===== src/rtl/result_pkg.sv =====
// Shared types and defaults for draining the point-in-triangle result memory.
// Imported by the reader, the classifier bench and the file-writer model.
package result_pkg;

  localparam int ADDR_W_DEF = 12;
  localparam int PACK_W_DEF = 8;

  typedef enum logic [1:0] {
    IDLE,
    READ,
    EMIT,
    DONE
  } state_t;

endpackage


===== src/rtl/result_reader_bit_packer.sv =====
// PACK_W-bit pack register: clear, write one bit at the running index,
// and flag when the next write fills the top bit.
module bit_packer
  import result_pkg::*;
#(
  parameter int PACK_W = PACK_W_DEF
) (
  input  logic              clk,
  input  logic              rst_n,
  input  logic              clr,
  input  logic              wr_en,
  input  logic              wr_bit,
  output logic [PACK_W-1:0] data,
  output logic              full
);

  localparam int IDX_W = $clog2(PACK_W);

  logic [IDX_W-1:0] idx;

  always_ff @(posedge clk or negedge rst_n) begin
    if (!rst_n) begin
      data <= '0;
      idx  <= '0;
    end else if (clr) begin
      data <= '0;
      idx  <= '0;
    end else if (wr_en) begin
      data[idx] <= wr_bit;
      idx       <= idx + IDX_W'(1);
    end
  end

  // "full" means the write happening this cycle lands in the top bit.
  assign full = (idx == IDX_W'(PACK_W - 1));

endmodule


===== src/rtl/result_reader.sv =====
// Drains the 1-bit result memory from address 0 to count-1 and streams the
// bits LSB-first as PACK_W-bit words over a valid/ready interface.
module result_reader
  import result_pkg::*;
#(
  parameter int ADDR_W = ADDR_W_DEF,
  parameter int PACK_W = PACK_W_DEF
) (
  input  logic              clk,
  input  logic              rst_n,
  input  logic              start,
  input  logic [ADDR_W-1:0] count,
  output logic [ADDR_W-1:0] mem_addr,
  output logic              mem_rd,
  input  logic              mem_data,
  output logic [PACK_W-1:0] out_data,
  output logic              out_valid,
  input  logic              out_ready,
  output logic              out_last,
  output logic              busy,
  output logic              done
);

  state_t            state, state_nxt;
  logic [ADDR_W-1:0] cnt_r;
  logic [PACK_W-1:0] pk_data;
  logic              pk_full;
  logic              pk_clr;
  logic              start_ok;
  logic              last_addr;
  logic              none_left;
  logic              handshake;

  assign start_ok  = (state == IDLE) && start;
  assign last_addr = (mem_addr == (cnt_r - ADDR_W'(1)));
  // mem_addr already points past the final read once every address is consumed.
  assign none_left = (mem_addr == cnt_r);
  assign handshake = (state == EMIT) && out_ready;
  assign pk_clr    = start_ok || (handshake && !none_left);

  bit_packer #(
    .PACK_W(PACK_W)
  ) u_packer (
    .clk   (clk),
    .rst_n (rst_n),
    .clr   (pk_clr),
    .wr_en (state == READ),
    .wr_bit(mem_data),
    .data  (pk_data),
    .full  (pk_full)
  );

  always_ff @(posedge clk or negedge rst_n) begin
    if (!rst_n) begin
      state    <= IDLE;
      cnt_r    <= '0;
      mem_addr <= '0;
    end else begin
      state <= state_nxt;
      if (start_ok) begin
        cnt_r    <= count;
        mem_addr <= '0;
      end else if (state == READ) begin
        mem_addr <= mem_addr + ADDR_W'(1);
      end
    end
  end

  always_comb begin
    state_nxt = state;
    case (state)
      IDLE:    if (start) state_nxt = (count == '0) ? DONE : READ;
      READ:    if (pk_full || last_addr) state_nxt = EMIT;
      EMIT:    if (out_ready) state_nxt = none_left ? DONE : READ;
      DONE:    state_nxt = IDLE;
      default: state_nxt = IDLE;
    endcase
  end

  // Outputs decode straight from the state register; the word is only shown while offered.
  assign mem_rd    = (state == READ);
  assign out_valid = (state == EMIT);
  assign out_data  = (state == EMIT) ? pk_data : '0;
  assign out_last  = (state == EMIT) && none_left;
  assign busy      = (state == READ) || (state == EMIT);
  assign done      = (state == DONE);

endmodule

===== config.mk =====
export PLATFORM = sky130hd
export DESIGN_NAME = result_reader
export DESIGN_NICKNAME = d
export VERILOG_FILES = /design/src/rtl/result_pkg.sv /design/src/rtl/result_reader_bit_packer.sv /design/src/rtl/result_reader.sv
export SDC_FILE = /design/constraint.sdc
export NUM_CORES = 1
export LEC_CHECK = 0
export ABC_AREA = 0
export CAP_MARGIN = 0
export CORE_ASPECT_RATIO = 0.8
export CORE_UTILIZATION = 55
export DETAILED_ROUTE_END_ITERATION = 6
export GPL_TIMING_DRIVEN = 1
export PLACE_DENSITY = 0.82
export SKIP_CTS_REPAIR_TIMING = 1
export SYNTH_ARGS = -nofsm -noshare
export SYNTH_HDL_FRONTEND = slang
export SYNTH_SLANG_ARGS = --single-unit

===== constraint.sdc =====
create_clock -name clk -period 5.62 [get_ports clk]
set_input_delay 1.124 -clock clk [delete_from_list [all_inputs] [get_ports clk]]
set_output_delay 1.124 -clock clk [all_outputs]
set_load 0.03 [all_outputs]

# Word-level counts from Yosys, hierarchy flattened
# Cells that the tools add are included.
[op_classes]
n_addsub = 3
magnitude_cmp = 2
eq_ne = 9
mux = 16
reduce_logical = 14
[ops]
columns = ["cell", "n"]
rows = [
  ["== test 12 bit", 2],
  ["two-way mux 12 bit", 2],
  ["two-way mux 8 bit", 3],
  ["adder 12 x 1 -> 12 bit (second input constant)", 1],
  ["logical NOT 12 bit", 1],
  ["subtractor 12 x 1 -> 12 bit (second input constant)", 1],
  ["two-way mux 2 bit", 5],
  ["bitwise mux 8 bit", 1],
  ["one-hot mux 2 bit (4 select lines)", 1],
  ["two-way mux 3 bit", 2],
  ["logical AND 1 bit", 5],
  ["== test 2 bit (second input constant)", 2],
  ["< comparator 3 x 4 -> 1 bit (second input constant)", 1],
  ["!= test 2 x 1 -> 1 bit (second input constant)", 2],
  ["nonzero test 2 bit", 2],
  ["adder 3 x 1 -> 3 bit (second input constant)", 1],
  ["demux 1 bit (select 3 bit)", 1],
  ["== test 3 bit (second input constant)", 1],
  ["greater-or-equal comparator 3 x 1 -> 1 bit (second input constant)", 1],
  ["logical OR 1 bit", 3],
  ["AND reduction 3 bit", 1],
  ["== test 2 x 1 -> 1 bit (second input constant)", 1],
  ["logical NOT 2 bit", 1],
  ["!= test 2 bit (second input constant)", 1],
  ["other kinds (2)", 2],
]
[totals]
register_bits = 37
output_inout_bits = 25

# Depth between registers and ports, before layout
# Gate-level depths: netlist of the first run.
[logic_depth]
ltp_word = 7
depth_mapped = 8
ltp_nobuf = 8

# Modules after synthesis
# From an unflattened synthesis of the first run, not the netlist that was laid out.
[hier_totals]
hier_cells = 262
area_unflattened_um2 = 2402.3
[by_module_without_submodules]
columns = ["mod", "instances", "cells_per_inst", "area_per_inst_um2", "seq_area_each_um2"]
rows = [
  ["result_reader", 1, 213, 1809.2, 650.6],
  ["bit_packer", 1, 49, 593.1, 275.3],
]

# Worst setup path before layout of the first run
# Ideal clock, no wire load.
[synth_path]
kind = "register -> output"
startpoint = "reg mem_addr[3]"
endpoint = "out out_last"
t_arrival_ns = 1.980
required_ns = 4.496
slack_ns = 2.516
stages_incl_launch_ff = 5
n_path_buf = 0
cell_sequence = "dfrtp_1 > xor2_1 > or4_1 > nor4_1 > and2_1"
[synth_between]
elab_chain_cells = 2
[synth_rtl]
columns = ["element", "line", "source"]
rows = [
  ["from (decl)", "result_reader.sv:13", "output logic [ADDR_W-1:0] mem_addr,"],
  ["from (signal assigned)", "result_reader.sv:64", "mem_addr <= mem_addr + ADDR_W'(1);"],
  ["== test 12 bit", "result_reader.sv:37", "assign none_left = (mem_addr == cnt_r);"],
  ["logical AND 1 bit", "result_reader.sv:84", "assign out_last = (state == EMIT) && none_left;"],
  ["to (decl)", "result_reader.sv:19", "output logic out_last,"],
]
# No other way between the ends.

# Final worst setup path of the first run
[layout_path]
startpoint = "reg cnt_r[3]"
endpoint = "out out_last"
[layout_between]
elab_chain_cells = 2
[layout_rtl]
columns = ["element", "line", "source"]
rows = [
  ["from (decl)", "result_reader.sv:25", "logic [ADDR_W-1:0] cnt_r;"],
  ["from (signal assigned)", "result_reader.sv:61", "cnt_r <= count;"],
  ["== test 12 bit", "result_reader.sv:37", ""],
  ["logical AND 1 bit", "result_reader.sv:84", ""],
]
# No other way between the ends.

==> impl_summary.txt, run 1 <==
----------------------------------------------------
[Power]
  Post-layout power ... 1.32 mW
  Peak ir drop on the vdd network ... 0.000234 V
  Pwr dens ... 469 nW/um^2
  Pleak ... 1.27 nW

[Yosys]
  Count of cell types in the netlist ... 40
  Number of enable flip-flop cells after synthesis ... 0
  Mapped Cells ... 256
  Sequential-to-total area share from yosys stat ... 40.4%
  Most used flip-flop cell after synthesis ... sky130_fd_sc_hd__dfrtp_1
  Syn nets ... 282
  Yosys warns ... 0
  Fraction of synthesis flops using an asynchronous set or reset pin ... 100%
  Cell Area, Synth ... 2290 um^2
  Synthesized flop and latch total ... 37
  Avg Cell Area, Syn ... 8.95 um^2

[Timing]
  Unrepaired setup endpoints after global routing ... false
  Hold violation total from the final report ... 0
  Final critical-path required period ... 3.97 ns
  Worst max-slew margin expressed relative to the limit ... 15.3%
  Final cycle utilization of the critical path ... 70.6%
  Final setup violation count ... 0
  Worst clock skew on the final layout ... 0.00364 ns
  Accumulated negative setup slack ... 0 ns
  Worst Max-Slew Pin Slew ... 1.26 ns
  Number of max-slew violations in the final report ... 0
  Top achievable clock speed ... 0.252 GHz

[Layout]
  Layout Cell Area excl Fill ... 2810 um^2
  Area occupied by registers ... 926 um^2
  Most frequent cells in the layout ... sky130_fd_sc_hd__nand2_1 (44), sky130_fd_sc_hd__clkdlybuf4s50_1 (41), sky130_fd_sc_hd__dfrtp_1 (37), sky130_fd_sc_hd__nor2_1 (31), sky130_fd_sc_hd__xor2_1 (15)
  Commonest non-fill, non-tap cell in the layout ... sky130_fd_sc_hd__nand2_1
  Syn-to-layout area delta ... 22.6%
  Fin nets ... 318
  Number of antenna repair diodes ... 0
  Area of combinational cells with multiple inputs ... 1280 um^2
  Ratio of cells with drive above 1 in the final layout ... 4.79%
  Total of fill cells in the finished design ... 323

[Die]
  Die height ... 59.7 um
  Top-Level Pins ... 42
  Die Width ... 74.2 um
  Placeable core region ... 3900 um^2
  # rows ... 20
  Die footprint ... 4430 um^2
  Initial core utilization ... 58.7%

[Route]
  DRT iter0 DRCs ... 89
  Post-route DRC ... 0
  Per-cell routed wire length ... 15.1 um
  DR pass1 iterations ... 4
  Total routed wirelength ... 5.24 mm
  Via count normalized by instance count ... 5.44
  Via count ... 1888
  Antenna-violating nets left ... 0

[Clocking]
  Clk slew on worst S/H paths ... 0.07 ns
  TritonCTS buffer count ... 5
  Root Buffer ... sky130_fd_sc_hd__clkbuf_8
  Count of H-tree levels built during CTS ... 2
  CTS tree ... done
  Clk sink count ... 37
  Max Buffers Root-to-Sink ... 2
  Insertion delay to the later sink of the worst-skew pair ... 0.29 ns

[Worst setup path]
  CP Capture Type ... output pin
  CP max-delay cell ... sky130_fd_sc_hd__clkdlybuf4s50_1
  Required time at the endpoint of the critical path ... 4.50 ns
  Sort of element at the start of the critical path ... register
  Cell breakdown of the critical path ... xor2_1, or4_1, nor4_1, and2_1, clkdlybuf4s50_1
  Critical Path Fanout Max ... 8
  Type of the worst setup path ... register to output pin
  WP data arrival ... 2.84 ns
  Largest delay share family, worst path ... simple AND/OR/NAND/NOR gates
  Largest stage delay on the critical path ... 0.66 ns
  Buffers & Inverters on Critical Path ... 1

[Placement]
  GPL Wtd Cong ... 0.854
  DPL Wire Length ... 3.98 mm
  Placed standard-cell area ... 2720 um^2
  Buffers added on ports ... 41

[GRT]
  Antenna violations before repair ... 0
  All-Layer GR Usage ... 26.4%
  Aggregate global routing overflow ... 0
  Global-route wire length before repair ... 8.36 mm
  Number of global-route vias before repair ... 1642
  Maximum number of pins on one net before global-route repair ... 38

[Hold path]
  Class of the worst hold path ... register to register

[Outcome]
  Run status ... finished clean

[Run]
  Max-cap viol count ... 0

----------------------------------------------------
==> stage by stage <==
| step | hold WS, ns | instances | setup WS (ns) | utilization, % |
|---|---|---|---|---|
| 2_1_floorplan | 0.467 | 256 | 2.52 | - |
| 3_3_place_gp | 0.499 | 340 | 2.01 | 69.7 |
| 3_5_place_dp | 0.514 | 340 | 1.96 | 69.7 |
| 4_1_cts | 0.530 | 347 | 1.64 | 71.9 |
| 5_1_grt | 0.555 | 347 | 1.52 | 71.9 |
| 6_report | 0.526 | 347 | 1.65 | 71.9 |
==> synthesized netlist by cell type, types with 4 or more instances <==
library cell / instances / area (um^2)
sky130_fd_sc_hd__dfrtp_1: 37 / 926
sky130_fd_sc_hd__xor2_1: 15 / 131
sky130_fd_sc_hd__nand2_1: 44 / 165
sky130_fd_sc_hd__nor4_1: 6 / 37.5
sky130_fd_sc_hd__nand3_1: 7 / 35.0
sky130_fd_sc_hd__xnor2_1: 14 / 123
sky130_fd_sc_hd__mux2i_1: 12 / 120
sky130_fd_sc_hd__ha_1: 9 / 113
sky130_fd_sc_hd__inv_1: 8 / 30.0
sky130_fd_sc_hd__and2_1: 12 / 75.1
sky130_fd_sc_hd__and3_1: 4 / 25.0
sky130_fd_sc_hd__o21ai_0: 5 / 25.0
sky130_fd_sc_hd__clkbuf_1: 10 / 37.5
sky130_fd_sc_hd__nor2_1: 31 / 116
==> area by class of cell <==
| type | instances | area share [%] |
|---|---|---|
| Sequential cell | 37 | 33.0 |
| Inverter | 8 | 1.07 |
| Tap cell | 55 | 2.45 |
| Timing Repair Buffer | 42 | 14.9 |
| Clock buffer | 7 | 3.07 |
| Multi-Input combinational cell | 198 | 45.5 |
==> worst paths after layout <==
check	startpoint	to	slack, ns	cells after the start
min	u_packer.data[5]	u_packer.data[5]	0.53	2
max	cnt_r[3]	out_last	1.65	5
min in group asynchronous	rst_n	state[0]	1.25	2
min reg2reg	u_packer.data[5]	u_packer.data[5]	0.53	2
max in group asynchronous	rst_n	cnt_r[8]	4.05	2
max reg2reg	cnt_r[3]	state[1]	3.01	6
==> state kept, by name, summed over array words and instances (netlist names) <==
name           cells
cnt_r             12
mem_addr          12
u_packer.data      8
u_packer.idx       3
state              2
==> kinds of logic after synthesis <==
kind of cell,after synthesis,share of synthesized area (%)
AO/OA/AOI/OAI,24,7.76
flip-flops,37,40.4
multiplexers,13,5.90
AND/OR/NAND/NOR,123,26.2
XOR/XNOR,29,11.1
adder cells (fa/ha/maj),9,4.92
buffers and inverters,21,3.77
==> tightest hold or removal path, cell delays in order (launching register included) <==
cell and delay [ns]:
sky130_fd_sc_hd__dfrtp_1 0.34, sky130_fd_sc_hd__mux2i_1 0.07, sky130_fd_sc_hd__nor2_1 0.08
==> layer usage <==
metal | wire (um) | vias up | track usage [%] | share of wire [%]
met5 | 0 | - | 0 | 0
met4 | 75 | 0 | 8.24 | 1.4
met3 | 301 | 8 | 6.58 | 5.7
met2 | 2270 | 56 | 36.2 | 43
met1 | 2590 | 887 | 40.4 | 49
li1 | - | 937 | - | -
==> power by group <==
| part | switching [mW] | internal [mW] |
|---|---|---|
| Clock | 0.0924 | 0.0973 |
| Sequential | 0.121 | 0.344 |
| Combinational | 0.376 | 0.285 |
| Total | 0.589 | 0.726 |
Power figures use the tool's default switching activity.
==> inputs of run 2 (changes only) <==
--- a/config.mk
+++ b/config.mk
@@ -8,10 +8,10 @@
 export ABC_AREA = 0
 export CAP_MARGIN = 0
 export CORE_ASPECT_RATIO = 0.8
-export CORE_UTILIZATION = 55
+export CORE_UTILIZATION = 52
 export DETAILED_ROUTE_END_ITERATION = 6
 export GPL_TIMING_DRIVEN = 1
-export PLACE_DENSITY = 0.82
+export PLACE_DENSITY = 0.78
 export SKIP_CTS_REPAIR_TIMING = 1
 export SYNTH_ARGS = -nofsm -noshare
 export SYNTH_HDL_FRONTEND = slang
==> constraint.sdc (replaced) <==
create_clock -name clk -period 3.65 [get_ports clk]
set_input_delay 0.73 -clock clk [delete_from_list [all_inputs] [get_ports clk]]
set_output_delay 0.73 -clock clk [all_outputs]
set_load 0.03 [all_outputs]
==> run 2 against run 1 <==
Total power increased by 63%. Clock power increased by 98%. Via count decreased by 2.0%. Clock skew increased by 0.0031 ns. Largest power group unchanged. Register-to-register slack got worse by 1.9 ns. Core utilization decreased by 3.7 points.
==> impl_summary.txt, run 2 (synthesis results as in run 1) <==
----------------------------------------------------
[Clocking]
  Insertion delay to the later sink of the worst-skew pair ... 0.29 ns
  TritonCTS buffer count ... 5
  Clk slew on worst S/H paths ... 0.08 ns
  Count of H-tree levels built during CTS ... 2
  Max Buffers Root-to-Sink ... 2
  Clk sink count ... 37
  CTS tree ... done
  Root Buffer ... sky130_fd_sc_hd__clkbuf_8

[Die]
  # rows ... 21
  Initial core utilization ... 54.5%
  Placeable core region ... 4200 um^2
  Top-Level Pins ... 42
  Die footprint ... 4680 um^2
  Die height ... 61.4 um
  Die Width ... 76.2 um

[Layout]
  Most frequent cells in the layout ... sky130_fd_sc_hd__nand2_1 (44), sky130_fd_sc_hd__clkdlybuf4s50_1 (41), sky130_fd_sc_hd__dfrtp_1 (37), sky130_fd_sc_hd__nor2_1 (31), sky130_fd_sc_hd__xor2_1 (15)
  Final cell count without fillers ... 353
  Commonest non-fill, non-tap cell in the layout ... sky130_fd_sc_hd__nand2_1
  Number of antenna repair diodes ... 0
  Syn-to-layout area delta ... 25.1%
  Ratio of cells with drive above 1 in the final layout ... 6.42%
  Layout Cell Area excl Fill ... 2870 um^2
  Fin nets ... 321
  Top flop regs ... cnt_r (12), mem_addr (12), u_packer.data (8)

[Worst setup path]
  Worst Reg2Reg Path Length in Cells ... 6
  Largest delay share family, worst path ... simple AND/OR/NAND/NOR gates
  Reg2reg setup slack ... 1.07 ns
  Largest stage delay on the critical path ... 0.66 ns
  Buffers & Inverters on Critical Path ... 1
  Sort of element at the start of the critical path ... register
  Critical Path Fanout Max ... 8
  Source of the worst register-to-register timing path ... cnt_r[3]
  Cell breakdown of the critical path ... xor2_1, or4_1, nor4_1, and2_1, clkdlybuf4s50_1
  Required time at the endpoint of the critical path ... 2.92 ns
  CP max-delay cell ... sky130_fd_sc_hd__clkdlybuf4s50_1
  Type of the worst setup path ... register to output pin
  R2R Path End ... state[1]
  WP data arrival ... 2.81 ns
  CP Capture Type ... output pin

[Timing]
  Top achievable clock speed ... 0.283 GHz
  Unrepaired setup endpoints after global routing ... false
  Worst max-slew margin expressed relative to the limit ... 38.6%
  Number of max-slew violations in the final report ... 0
  Worst hold margin ... 0.521 ns
  Accumulated negative setup slack ... 0 ns
  Final cycle utilization of the critical path ... 96.9%
  Final setup violation count ... 0
  Worst Max-Slew Pin Slew ... 0.921 ns
  Worst clock skew on the final layout ... 0.00670 ns
  Hold violation total from the final report ... 0
  Final critical-path required period ... 3.54 ns

[GRT]
  Antenna violations before repair ... 0
  Maximum number of pins on one net before global-route repair ... 38
  Aggregate global routing overflow ... 0
  Number of global-route vias before repair ... 1642
  All-Layer GR Usage ... 23.4%
  Global-route wire length before repair ... 8.42 mm

[Hold path]
  Class of the worst hold path ... register to register
  Endpoint with the worst hold slack ... u_packer.data[0]
  Origin of the worst min-delay path ... u_packer.data[0]
  Cell depth of the worst min-delay path ... 2

[Power]
  Peak ir drop on the vdd network ... 0.000430 V
  Pleak ... 1.29 nW
  Part of the power in the clock network ... 17.5%
  Net switching component of the power ... 0.935 mW
  Internal power ... 1.21 mW
  Combinational share of power ... 49.2%
  Pwr dens ... 748 nW/um^2
  Part of the power in registers ... 33.3%
  Switch share ... 43.6%

[Placement]
  Buffers added on ports ... 41
  GPL Wtd Cong ... 0.932
  Placed standard-cell area ... 2750 um^2
  Dpl cells ... 345
  DPL Wire Length ... 3.88 mm

[Outcome]
  Run status ... finished clean

[Route]
  Met3 Wirelength ... 152 um
  Routed wire length on met2 ... 2.20 mm
  Via count normalized by instance count ... 5.24
  Antenna-violating nets left ... 0
  DRT iter0 DRCs ... 110
  Uppermost metal layer occupied by signal nets ... met4
  Via count ... 1850
  Total routed wirelength ... 5.22 mm
  Met1 layer wirelength in the final routing ... 2.83 mm
  Post-route DRC ... 0
  DR pass1 iterations ... 5
  Per-cell routed wire length ... 14.8 um

[Run]
  Max-cap viol count ... 0

----------------------------------------------------
## run 2: changes by cell type in the layout (fill, tap and decap cells not counted)
cell,delta
sky130_fd_sc_hd__clkbuf_1,-1
sky130_fd_sc_hd__buf_4,+3
sky130_fd_sc_hd__clkinvlp_4,+1
sky130_fd_sc_hd__bufinv_16,+1
## run 2: power groups by stage
stage / Clock [mW] / Combinational [mW] / Sequential, mW
final: 0.376 / 1.05 / 0.715
after global routing: 0.401 / 1.16 / 0.737
after CTS: 0.378 / 1.05 / 0.709
after detailed placement: 0 / 1.05 / 0.716
after global placement: 0 / 1.04 / 0.708
after floorplan: 0 / 0.785 / 0.671
## run 2: through the flow
| step | setup WS (ns) | util [%] | total power [mW] |
|---|---|---|---|
| after detailed placement | 0.421 | 65.3 | 1.76 |
| after global placement | 0.434 | 65.3 | 1.75 |
| after global routing | 0.00326 | 68.2 | 2.30 |
| final | 0.112 | 68.2 | 2.14 |
| after CTS | 0.108 | 68.2 | 2.14 |
| after floorplan | 0.940 | - | 1.46 |
## run 2: final cells by class
| class | instances | area, um^2 |
|---|---|---|
| inverters | 8 | 30.0 |
| clock inverters | 2 | 37.5 |
| clock buffers | 6 | 82.6 |
| fillers | 352 | 1340 |
| well taps | 57 | 71.3 |
| repair buffers | 45 | 440 |
| flip-flops and latches | 37 | 926 |
| multi-input cells | 198 | 1280 |
## run 2: worst register-to-register path, stage by stage (launching register included)
cell and delay (ns):
sky130_fd_sc_hd__dfrtp_1 0.47, sky130_fd_sc_hd__or4_4 0.57, sky130_fd_sc_hd__or3_4 0.36, sky130_fd_sc_hd__a2111oi_2 0.35, sky130_fd_sc_hd__and4b_1 0.24, sky130_fd_sc_hd__a41oi_2 0.15
sky130_fd_sc_hd__mux2_4 0.33
## run 2: worst max-delay path by stage
stage / slack [ns] / startpoint / end / depth (start not counted)
global route: 0.003 / mem_addr[3] / out_last / 5
detailed placement: 0.42 / cnt_r[3] / out_last / 5
CTS: 0.11 / cnt_r[3] / out_last / 5
floorplan: 0.94 / mem_addr[3] / out_last / 4
global placement: 0.43 / cnt_r[3] / out_last / 5
finish: 0.11 / cnt_r[3] / out_last / 5
## run 2: layer usage
layer	vias up	GRT usage (%)
met3	4	4.30
met1	877	36.7
met2	29	33.6
met4	0	4.67
met5	-	0
li1	940	-
==> inputs of run 3 (changes only) <==
--- a/config.mk
+++ b/config.mk
@@ -6,13 +6,15 @@
 export NUM_CORES = 1
 export LEC_CHECK = 0
 export ABC_AREA = 0
+export ABC_CLOCK_PERIOD_IN_PS = 3650
 export CAP_MARGIN = 0
 export CORE_ASPECT_RATIO = 0.8
-export CORE_UTILIZATION = 52
+export CORE_UTILIZATION = 53
 export DETAILED_ROUTE_END_ITERATION = 6
-export GPL_TIMING_DRIVEN = 1
-export PLACE_DENSITY = 0.78
+export GPL_TIMING_DRIVEN = 0
+export PLACE_DENSITY = 0.79
 export SKIP_CTS_REPAIR_TIMING = 1
 export SYNTH_ARGS = -nofsm -noshare
 export SYNTH_HDL_FRONTEND = slang
+export SYNTH_HIERARCHICAL = 1
 export SYNTH_SLANG_ARGS = --single-unit
==> run 3 against run 2 <==
Design area rose by 4.4%. Hold slack got worse by 0.0019 ns. Maximum frequency rose by 8.1%. Critical endpoint unchanged. Clock power barely moved. Clock skew rose by 0.0044 ns. Worst setup slack improved by 0.27 ns. Global-route usage rose by 1.8 points. Via count rose by 7.9%. Routed wire length rose by 3.7%.
==> impl_summary.txt, run 3 <==
----------------------------------------------------
[Route]
  Via count normalized by instance count ... 5.43
  Post-route DRC ... 0
  Total routed wirelength ... 5.41 mm
  DR pass1 iterations ... 5
  Antenna-violating nets left ... 0
  DRT iter0 DRCs ... 131
  Per-cell routed wire length ... 14.7 um
  Via count ... 1997

[GRT]
  Global-route wire length before repair ... 9.35 mm
  Aggregate global routing overflow ... 0
  Maximum number of pins on one net before global-route repair ... 38
  Antenna violations before repair ... 0
  Number of global-route vias before repair ... 1847
  All-Layer GR Usage ... 25.2%

[Power]
  Net switching component of the power ... 0.928 mW
  Switch share ... 43.1%
  Peak ir drop on the vdd network ... 0.000359 V
  Pleak ... 1.31 nW
  Part of the power in registers ... 30.5%
  Pwr dens ... 720 nW/um^2
  Combinational share of power ... 52.1%
  Internal power ... 1.23 mW
  Part of the power in the clock network ... 17.4%

[Clocking]
  Insertion delay to the later sink of the worst-skew pair ... 0.31 ns
  Count of H-tree levels built during CTS ... 2
  Clk sink count ... 37
  Max Buffers Root-to-Sink ... 2
  Root Buffer ... sky130_fd_sc_hd__clkbuf_8
  Clk slew on worst S/H paths ... 0.08 ns
  CTS tree ... done
  TritonCTS buffer count ... 5

[Yosys]
  Fraction of synthesis flops using an asynchronous set or reset pin ... 100%
  Sequential-to-total area share from yosys stat ... 38.5%
  Leading cell types by total area after synthesis ... sky130_fd_sc_hd__dfrtp_1 (39%), sky130_fd_sc_hd__nand2_1 (6.9%), sky130_fd_sc_hd__xnor2_1 (6.6%)
  Syn nets ... 288
  Avg Cell Area, Syn ... 9.17 um^2
  Mapped Cells ... 262
  Count of cell types in the netlist ... 41
  Cell Area, Synth ... 2400 um^2
  Number of enable flip-flop cells after synthesis ... 0
  Synthesized flop and latch total ... 37
  Cell type contributing the most total cell area after synthesis ... sky130_fd_sc_hd__dfrtp_1
  Most used flip-flop cell after synthesis ... sky130_fd_sc_hd__dfrtp_1
  Top cell type's share of synthesized area ... 38.5%
  Cell with the most instances after synthesis ... sky130_fd_sc_hd__nand2_1
  Synth cell count leaders ... sky130_fd_sc_hd__nand2_1 (44), sky130_fd_sc_hd__dfrtp_1 (37), sky130_fd_sc_hd__xnor2_1 (18)
  Yosys warns ... 6

[Timing]
  Final critical-path required period ... 3.27 ns
  Worst clock skew on the final layout ... 0.0111 ns
  Accumulated negative setup slack ... 0 ns
  Final cycle utilization of the critical path ... 89.6%
  Number of max-slew violations in the final report ... 0
  Top achievable clock speed ... 0.306 GHz
  Worst Max-Slew Pin Slew ... 0.843 ns
  Final setup violation count ... 0
  Worst max-slew margin expressed relative to the limit ... 43.8%
  Hold violation total from the final report ... 0
  Unrepaired setup endpoints after global routing ... false
  Worst hold margin ... 0.519 ns

[Worst setup path]
  Sort of element at the start of the critical path ... register
  Worst Reg2Reg Path Length in Cells ... 8
  Critical Path Fanout Max ... 5
  Largest stage delay on the critical path ... 0.67 ns
  WP data arrival ... 2.54 ns
  Required time at the endpoint of the critical path ... 2.92 ns
  Cell breakdown of the critical path ... xnor2_1, nand4_1, nor3_1, and2_1, clkdlybuf4s50_1
  Type of the worst setup path ... register to output pin
  CP max-delay cell ... sky130_fd_sc_hd__clkdlybuf4s50_1
  CP Capture Type ... output pin

[Placement]
  Dpl cells ... 360
  Buffers added on ports ... 41
  GPL Wtd Cong ... 0.947
  DPL Wire Length ... 4.01 mm

[Die]
  Placeable core region ... 4260 um^2
  Die footprint ... 4810 um^2
  Top-Level Pins ... 42
  Initial core utilization ... 56.4%
  Die Width ... 77.3 um
  # rows ... 21
  Die height ... 62.2 um

[Hold path]
  Class of the worst hold path ... input port to async pin

[Layout]
  Commonest non-fill, non-tap cell in the layout ... sky130_fd_sc_hd__nand2_1
  Syn-to-layout area delta ... 24.5%
  Fin nets ... 336
  Ratio of cells with drive above 1 in the final layout ... 6.11%
  Most frequent cells in the layout ... sky130_fd_sc_hd__nand2_1 (44), sky130_fd_sc_hd__clkdlybuf4s50_1 (40), sky130_fd_sc_hd__dfrtp_1 (37), sky130_fd_sc_hd__xnor2_1 (18), sky130_fd_sc_hd__nor2_1 (17)
  Final cell count without fillers ... 368
  Total of fill cells in the finished design ... 352
  Top flop regs ... cnt_r (12), mem_addr (12), u_packer/data (8)
  Number of antenna repair diodes ... 0

[Run]
  Max-cap viol count ... 0

[Outcome]
  Run status ... finished clean

----------------------------------------------------
==> run 3: changes by cell type in the layout (fill, tap and decap cells not counted), moves of 4 or more <==
cell                       delta
sky130_fd_sc_hd__nand2b_1     +8
sky130_fd_sc_hd__nand4_1      +6
sky130_fd_sc_hd__nor4_1       -4
sky130_fd_sc_hd__xnor2_1      +4
sky130_fd_sc_hd__clkbuf_1    +12
sky130_fd_sc_hd__nor2_1      -14
sky130_fd_sc_hd__xor2_1       -4
==> run 3: area by class of cell <==
class	instances	area (um^2)	area share (%)
Buffer	17	83.8	2.80
Clock inverter	3	43.8	1.46
Timing Repair Buffer	41	405	13.6
Inverter	9	33.8	1.13
Tap cell	57	71.3	2.38
Clock buffer	5	68.8	2.30
Multi-Input combinational cell	199	1360	45.4
Sequential cell	37	926	30.9
==> run 3: critical path, delay by kind of cell, from the launching register on <==
family        cells  cell delay (ns)
simple gates      3             0.76
flops             1             0.41
xor+xnor          1             0.39
buf+inv           1             0.67
==> run 3: stage by stage <==
stage | power, mW | setup slack (ns) | util [%] | area [um^2]
after CTS | 2.15 | 0.360 | 70.3 | 2990
after floorplan | 1.48 | 1.24 | - | 2400
after detailed placement | 1.77 | 0.699 | 67.6 | 2880
after global placement | 1.74 | 0.697 | 67.8 | 2880
final | 2.15 | 0.378 | 70.3 | 2990
after global routing | 2.30 | 0.206 | 70.3 | 2990
==> run 3: cells by family (layout without fill, tap and decap cells) <==
kind of cell    Yosys count  after routing  synth area share (%)
simple gates            127            127                  28.6
mux                      15             15                  6.46
flops                    37             37                  38.5
buf+inv                  26             75                  4.90
fa+ha+maj                 9              9                  4.69
xor+xnor                 29             29                  10.6
compound gates           19             19                  6.20
==> run 3: path summary, 6_finish.rpt <==
path / slack (ns) / to / startpoint
worst max-delay path: 0.38 / out_last / mem_addr[11]
worst min-delay path: 0.52 / mem_addr[10] / rst_n
worst max register to register: 1.15 / state[1] / cnt_r[0]
worst min register to register: 0.53 / cnt_r[11] / cnt_r[11]
max in group asynchronous: 2.59 / u_packer/data[5] / rst_n
min in group clk: 0.53 / cnt_r[11] / cnt_r[11]
==> run 3: per-layer routing <==
layer | track usage, % | wire (um)
met5 | 0 | 0
met1 | 38.1 | 2720
met2 | 35.3 | 2280
met4 | 9.91 | 91
met3 | 4.71 | 315
==> run 3: power by group through the flow <==
stage,sequential (mW),combinational [mW],clock [mW]
floorplan,0.661,0.823,0
global placement,0.655,1.09,0
detailed placement,0.664,1.11,0
CTS,0.655,1.12,0.376
global route,0.675,1.23,0.396
finish,0.656,1.12,0.374
